<file path="src/rtl/mult_div_unit.sv">
// Iterative multiply/divide unit with architectural HI/LO registers.
// One multiplier bit (LSB first) or one quotient bit (MSB first) is produced
// per cycle; a final FIX cycle applies sign correction and writes HI/LO.
module mult_div_unit #(
  parameter int WIDTH = 32
) (
  input  logic             CLK,
  input  logic             RST,
  input  logic             Start,
  input  logic [2:0]       MDOp,
  input  logic [WIDTH-1:0] DataIn1,
  input  logic [WIDTH-1:0] DataIn2,
  output logic             Busy,
  output logic             Done,
  output logic [WIDTH-1:0] HI,
  output logic [WIDTH-1:0] LO
);

  localparam int CW = $clog2(WIDTH);

  typedef enum logic [1:0] {
    IDLE = 2'd0,
    CALC = 2'd1,
    FIX  = 2'd2
  } state_t;

  state_t state, state_next;

  // Datapath registers and their next values
  logic [CW-1:0]      count, count_next;
  logic [2*WIDTH-1:0] acc, acc_next;        // product, or {unused, quotient shift reg}
  logic [WIDTH-1:0]   rem, rem_next;        // divide partial remainder
  logic [WIDTH-1:0]   b, b_next;            // multiplicand or divisor magnitude
  logic [WIDTH-1:0]   dividend, dividend_next;
  logic               is_div, is_div_next;
  logic               neg_res, neg_res_next;
  logic               neg_rem, neg_rem_next;
  logic               div_zero, div_zero_next;
  logic               busy, busy_next;
  logic               done, done_next;
  logic [WIDTH-1:0]   hi, hi_next;
  logic [WIDTH-1:0]   lo, lo_next;

  // Operation decode
  logic op_mul, op_div, op_signed;
  assign op_mul    = (MDOp == 3'b001) || (MDOp == 3'b010);
  assign op_div    = (MDOp == 3'b011) || (MDOp == 3'b100);
  assign op_signed = (MDOp == 3'b001) || (MDOp == 3'b011);

  // Operand magnitudes; the most negative value maps to 2^(WIDTH-1) unsigned
  logic             a_neg, d_neg;
  logic [WIDTH-1:0] a_mag, d_mag;
  assign a_neg = op_signed & DataIn1[WIDTH-1];
  assign d_neg = op_signed & DataIn2[WIDTH-1];
  assign a_mag = a_neg ? (~DataIn1 + 1'b1) : DataIn1;
  assign d_mag = d_neg ? (~DataIn2 + 1'b1) : DataIn2;

  // Shift-add step: conditionally add multiplicand to the high half, shift right
  logic [WIDTH:0] mul_sum;
  assign mul_sum = {1'b0, acc[2*WIDTH-1:WIDTH]} + (acc[0] ? {1'b0, b} : {(WIDTH+1){1'b0}});

  // Restoring divide step on a WIDTH+1-bit trial remainder
  logic [WIDTH:0] trial, diff;
  logic           trial_ge;
  assign trial    = {rem, acc[WIDTH-1]};
  assign diff     = trial - {1'b0, b};
  assign trial_ge = (trial >= {1'b0, b});

  // The top difference bit is always zero when the subtraction is kept
  logic unused_diff_msb;
  assign unused_diff_msb = diff[WIDTH];

  // Sign-corrected results for the FIX cycle
  logic [2*WIDTH-1:0] prod_fix;
  logic [WIDTH-1:0]   quo_fix, rem_fix;
  assign prod_fix = neg_res ? (~acc + 1'b1) : acc;
  assign quo_fix  = neg_res ? (~acc[WIDTH-1:0] + 1'b1) : acc[WIDTH-1:0];
  assign rem_fix  = neg_rem ? (~rem + 1'b1) : rem;

  // Next-state and datapath updates
  always_comb begin
    state_next    = state;
    count_next    = count;
    acc_next      = acc;
    rem_next      = rem;
    b_next        = b;
    dividend_next = dividend;
    is_div_next   = is_div;
    neg_res_next  = neg_res;
    neg_rem_next  = neg_rem;
    div_zero_next = div_zero;
    busy_next     = busy;
    done_next     = 1'b0;
    hi_next       = hi;
    lo_next       = lo;

    case (state)
      IDLE: begin
        if (Start) begin
          if (op_mul || op_div) begin
            is_div_next   = op_div;
            neg_res_next  = a_neg ^ d_neg;
            neg_rem_next  = a_neg;
            div_zero_next = op_div && (DataIn2 == '0);
            dividend_next = DataIn1;
            count_next    = CW'(WIDTH - 1);
            rem_next      = '0;
            busy_next     = 1'b1;
            state_next    = CALC;
            if (op_div) begin
              acc_next = {{WIDTH{1'b0}}, a_mag};
              b_next   = d_mag;
            end else begin
              acc_next = {{WIDTH{1'b0}}, d_mag};
              b_next   = a_mag;
            end
          end else if (MDOp == 3'b101) begin
            hi_next = DataIn1;
          end else if (MDOp == 3'b110) begin
            lo_next = DataIn1;
          end
        end
      end

      CALC: begin
        if (is_div) begin
          rem_next = trial_ge ? diff[WIDTH-1:0] : trial[WIDTH-1:0];
          acc_next = {acc[2*WIDTH-1:WIDTH], acc[WIDTH-2:0], trial_ge};
        end else begin
          acc_next = {mul_sum, acc[WIDTH-1:1]};
        end
        if (count == '0) begin
          state_next = FIX;
        end else begin
          count_next = count - 1'b1;
        end
      end

      FIX: begin
        if (is_div) begin
          if (div_zero) begin
            lo_next = '1;
            hi_next = dividend;
          end else begin
            lo_next = quo_fix;
            hi_next = rem_fix;
          end
        end else begin
          hi_next = prod_fix[2*WIDTH-1:WIDTH];
          lo_next = prod_fix[WIDTH-1:0];
        end
        busy_next  = 1'b0;
        done_next  = 1'b1;
        state_next = IDLE;
      end

      default: begin
        state_next = IDLE;
        busy_next  = 1'b0;
      end
    endcase
  end

  // State register
  always_ff @(posedge CLK or posedge RST) begin
    if (RST) begin
      state <= IDLE;
    end else begin
      state <= state_next;
    end
  end

  // Datapath and output registers
  always_ff @(posedge CLK or posedge RST) begin
    if (RST) begin
      count    <= '0;
      acc      <= '0;
      rem      <= '0;
      b        <= '0;
      dividend <= '0;
      is_div   <= 1'b0;
      neg_res  <= 1'b0;
      neg_rem  <= 1'b0;
      div_zero <= 1'b0;
      busy     <= 1'b0;
      done     <= 1'b0;
      hi       <= '0;
      lo       <= '0;
    end else begin
      count    <= count_next;
      acc      <= acc_next;
      rem      <= rem_next;
      b        <= b_next;
      dividend <= dividend_next;
      is_div   <= is_div_next;
      neg_res  <= neg_res_next;
      neg_rem  <= neg_rem_next;
      div_zero <= div_zero_next;
      busy     <= busy_next;
      done     <= done_next;
      hi       <= hi_next;
      lo       <= lo_next;
    end
  end

  assign Busy = busy;
  assign Done = done;
  assign HI   = hi;
  assign LO   = lo;

endmodule

</file>
<file path="config.mk">
export PLATFORM = sky130hd
export DESIGN_NAME = mult_div_unit
export DESIGN_NICKNAME = d
export VERILOG_FILES = /design/src/rtl/mult_div_unit.sv
export SDC_FILE = /design/constraint.sdc
export NUM_CORES = 1
export LEC_CHECK = 0
export BUFFER_PORTS_ARGS = -buffer_cell sky130_fd_sc_hd__buf_2
export CORE_MARGIN = 2
export CORE_UTILIZATION = 37
export DETAILED_ROUTE_END_ITERATION = 6
export HOLD_SLACK_MARGIN = 0.05
export SYNTH_ARGS = -nofsm -noshare
export SYNTH_HDL_FRONTEND = slang
export SYNTH_SLANG_ARGS = --single-unit
</file>
<file path="constraint.sdc">
create_clock -name CLK -period 9.3 [get_ports CLK]
set_clock_uncertainty 0.1 [all_clocks]
set_input_delay 0.93 -clock CLK [delete_from_list [all_inputs] [get_ports CLK]]
set_output_delay 0.93 -clock CLK [all_outputs]
set_load 0.05 [all_outputs]
</file>
==> run metrics <==
outcome finished clean; internal power 3.92 mW; first-pass GRT wire length 93600 µm; Max H-tree Level 1; critical path required time 9650 ps; WL/cell 21.0 µm; Die ar. 50300 µm²; Initial Util 37.5%; Syn Area/Cell 8.01 µm²; drc violations 0; max-slew violations 0; die span in x 224 µm; post-synthesis cell count 2242; reg2reg end acc[61]$_DFFE_PP0P_; Synth Net Count 2384; clock period minus worst slack 4390 ps; Async SR Flop Fraction 100%; crit path to acc[61]$_DFFE_PP0P_; switching power 3.96 mW; cts hold-fix bufs 0; Peak VDD IR 0.158 mV; vias in the first global route 15808; area grow syn2layout 12.0%; CTS Sinks 237; R2R Path Start acc[0]$_DFFE_PP0P_; Max Fclk 228 MHz; final setup margin 4910 ps; share of cells above drive strength 1 11.1%; fill count 4817; Ports 136; flop-to-flop setup slack 4910 ps; Yosys warnings 0; R2R depth 12; most common cell after layout, fill and taps aside nand2_1; via density per instance 5.86; Post-Route WL 61400 µm; Seq pwr share 26.5%; crit end category flip-flop; endpoints failing hold 0; Critical Path Start acc[0]$_DFFE_PP0P_; crit-path cells inv_1 > nor2_1 > ha_1 > nor2b_1 > o31ai_1 > a211oi_1 > a41o_1 > a21oi_1 > o311a_1 > o21ai_0 > or2_2 > a32o_1; critical path arrival 4750 ps; count of input and output buffers 135; DR pass1 iterations 5; commonest non-fill, non-tap cells in the layout nand2_1 (338), o21ai_0 (236), dfrtp_1 (234), nor2_1 (140), buf_2 (135); pin count of the biggest net entering global routing 114; DRT iter0 DRCs 1695; kind of critical path reg2reg; initial antenna violation count 1; Worst Tran Pin Value 1180 ps; DIE HEIGHT 224 µm; Via Count 17091; core box area 47800 µm²; Switching Fraction 50.2%; clock slew at reported path FFs 60 ps; gp weighted congestion 0.921; CTS resizes 0; Leak 8.75 nW; CTS tree built; pwr/cell area 392 nW/µm²; Place WS 4990 ps; hold_ws 370 ps; row count 80; Post-synth EDFFs 0; CP peak stage delay 880 ps; Final HPWL DP 45400 µm; cts bufs inserted 28; Unique masters post-synth 72; CTS root buf clkbuf_16; Final Power 7.88 mW; sequential share of the synthesized area 33.0%; Clk pwr share 15.5%; combinational share of power 58.0%; clock buffer depth 3; Layout Nets 2423; Worst slew margin 20.9%; unrepaired setup endpoints after global routing false; Setup Fix Bufs, Post-CTS 0; period utilization 47.2%; critical path launch point type flip-flop; Total GRT Usage 23.7%; crit-path max FO 31; Post-synth top flop dfrtp_1; Seq cells post-synth 237; grt ovf 0; setup violators final 0; synthesized cell area 18000 µm²; HP Class in2async; number of nets with antenna violations after routing 0; CP max-delay cell inv_1; worst-skew pair later-pin latency 570 ps; TNS Setup 0 ps; antenna cells 0; max cap viols 0
-- sequential cells by signal (all words and copies together) (netlist names) --
name      count
HI           32
acc          64
neg_res       1
count         5
neg_rem       1
is_div        1
rem          32
dividend     32
b            32
LO           32
Done          1
state         2
div_zero      1
Busy          1
-- final cells by class --
cell class,instances,area [µm²],area share [%]
repair buffers,160,863,4.29
flip-flops and latches,237,5930,29.5
well taps,615,769,3.83
clock buffers,39,823,4.09
multi-input cells,1781,11200,55.9
clock inverters,12,193,0.958
inverters,73,282,1.40
-- worst min-delay path by stage --
stage	start	endpoint	slack, ps	cells past startpoint
2_1_floorplan	dividend[13]$_DFFE_PP0P_	dividend[13]$_DFFE_PP0P_	340	2
3_3_place_gp	dividend[15]$_DFFE_PP0P_	dividend[15]$_DFFE_PP0P_	360	2
3_5_place_dp	LO[26]$_DFFE_PP0P_	LO[26]$_DFFE_PP0P_	370	2
4_1_cts	LO[12]$_DFFE_PP0P_	LO[12]$_DFFE_PP0P_	380	2
5_1_grt	LO[10]$_DFFE_PP0P_	LO[10]$_DFFE_PP0P_	400	2
6_report	RST	b[26]$_DFFE_PP0P_	370	2
-- Yosys cell counts (5+ instances only) --
cell      count  area share (%)
and2_1        7            0.24
nand3_1      75             2.1
nor4_1       10            0.35
and3_1        9            0.31
clkbuf_1    133             2.8
mux2i_1      73             4.1
nand4_1      15            0.52
xnor2_1     111             5.4
xor2_1       91             4.4
o21a_1        9            0.38
dfrtp_1     237              33
o22ai_1      32             1.1
nor2_1      142             3.0
o21bai_1     12            0.50
o21ai_0     236             6.6
a21o_1       24             1.0
a22oi_1       7            0.29
a21oi_1     128             3.6
mux2_2        8            0.50
ha_1         70             4.9
o41ai_1      15            0.73
nand2_1     338             7.1
a211oi_1     55             2.3
a221oi_1     13            0.63
a31oi_1      26            0.91
o221ai_1      6            0.29
or4_1        21            0.88
nand2b_1     13            0.45
o21ai_1       9            0.25
or3_1        21            0.73
a32oi_1       5            0.24
o31ai_1      35             1.5
nor3_1       41             1.1
or2_2        11            0.38
nor2b_1      14            0.49
buf_2         5            0.14
buf_1        12            0.25
o211ai_1     50             2.1
inv_1        72             1.5
-- power groups by stage --
stage / Sequential, mW / Combinational (mW) / Clock (mW)
after floorplan: 2.27 / 3.08 / 0
after global placement: 2.07 / 4.46 / 0
after detailed placement: 2.08 / 4.52 / 0
after CTS: 2.07 / 4.54 / 1.24
after global routing: 2.14 / 5.03 / 1.28
final: 2.09 / 4.57 / 1.22
-- worst max-delay path, delay by kind of cell, from the launching register on --
| family | cells | cell delay [ps] |
|---|---|---|
| adders and majority gates | 1 | 370 |
| and+or+nand+nor | 3 | 590 |
| buffers and inverters | 1 | 880 |
| AOI/OAI and AO/OA | 7 | 1870 |
| DFF | 1 | 450 |
-- metrics by stage --
| stage | utilization, % | area [µm²] | cells |
|---|---|---|---|
| after global placement | 39.9 | 19100 | 2866 |
| after CTS | 42.0 | 20100 | 2917 |
| after global routing | 42.0 | 20100 | 2917 |
| after floorplan | - | 18000 | 2242 |
| after detailed placement | 39.9 | 19100 | 2866 |
| final | 42.0 | 20100 | 2917 |
-- metal layers --
metal  wire length [µm]  part of all wire, %  global-route usage (%)
met1              28200                   46                    33.9
met2              27700                   45                    38.0
met3               3750                  6.1                    2.39
met4               1720                  2.8                    7.26
met5                 13                0.021                       0
-- logic make-up (layout without fill, tap and decap cells) --
family,Yosys count,after routing,synth area share (%)
flip-flops,237,237,33.0
AO/OA/AOI/OAI,685,685,23.6
buffers and inverters,224,284,4.76
AND/OR/NAND/NOR,741,741,19.1
XOR/XNOR,202,202,9.85
multiplexers,81,81,4.57
adder cells (fa/ha/maj),72,72,5.10
No activity file was read; power rests on OpenSTA's default activity.
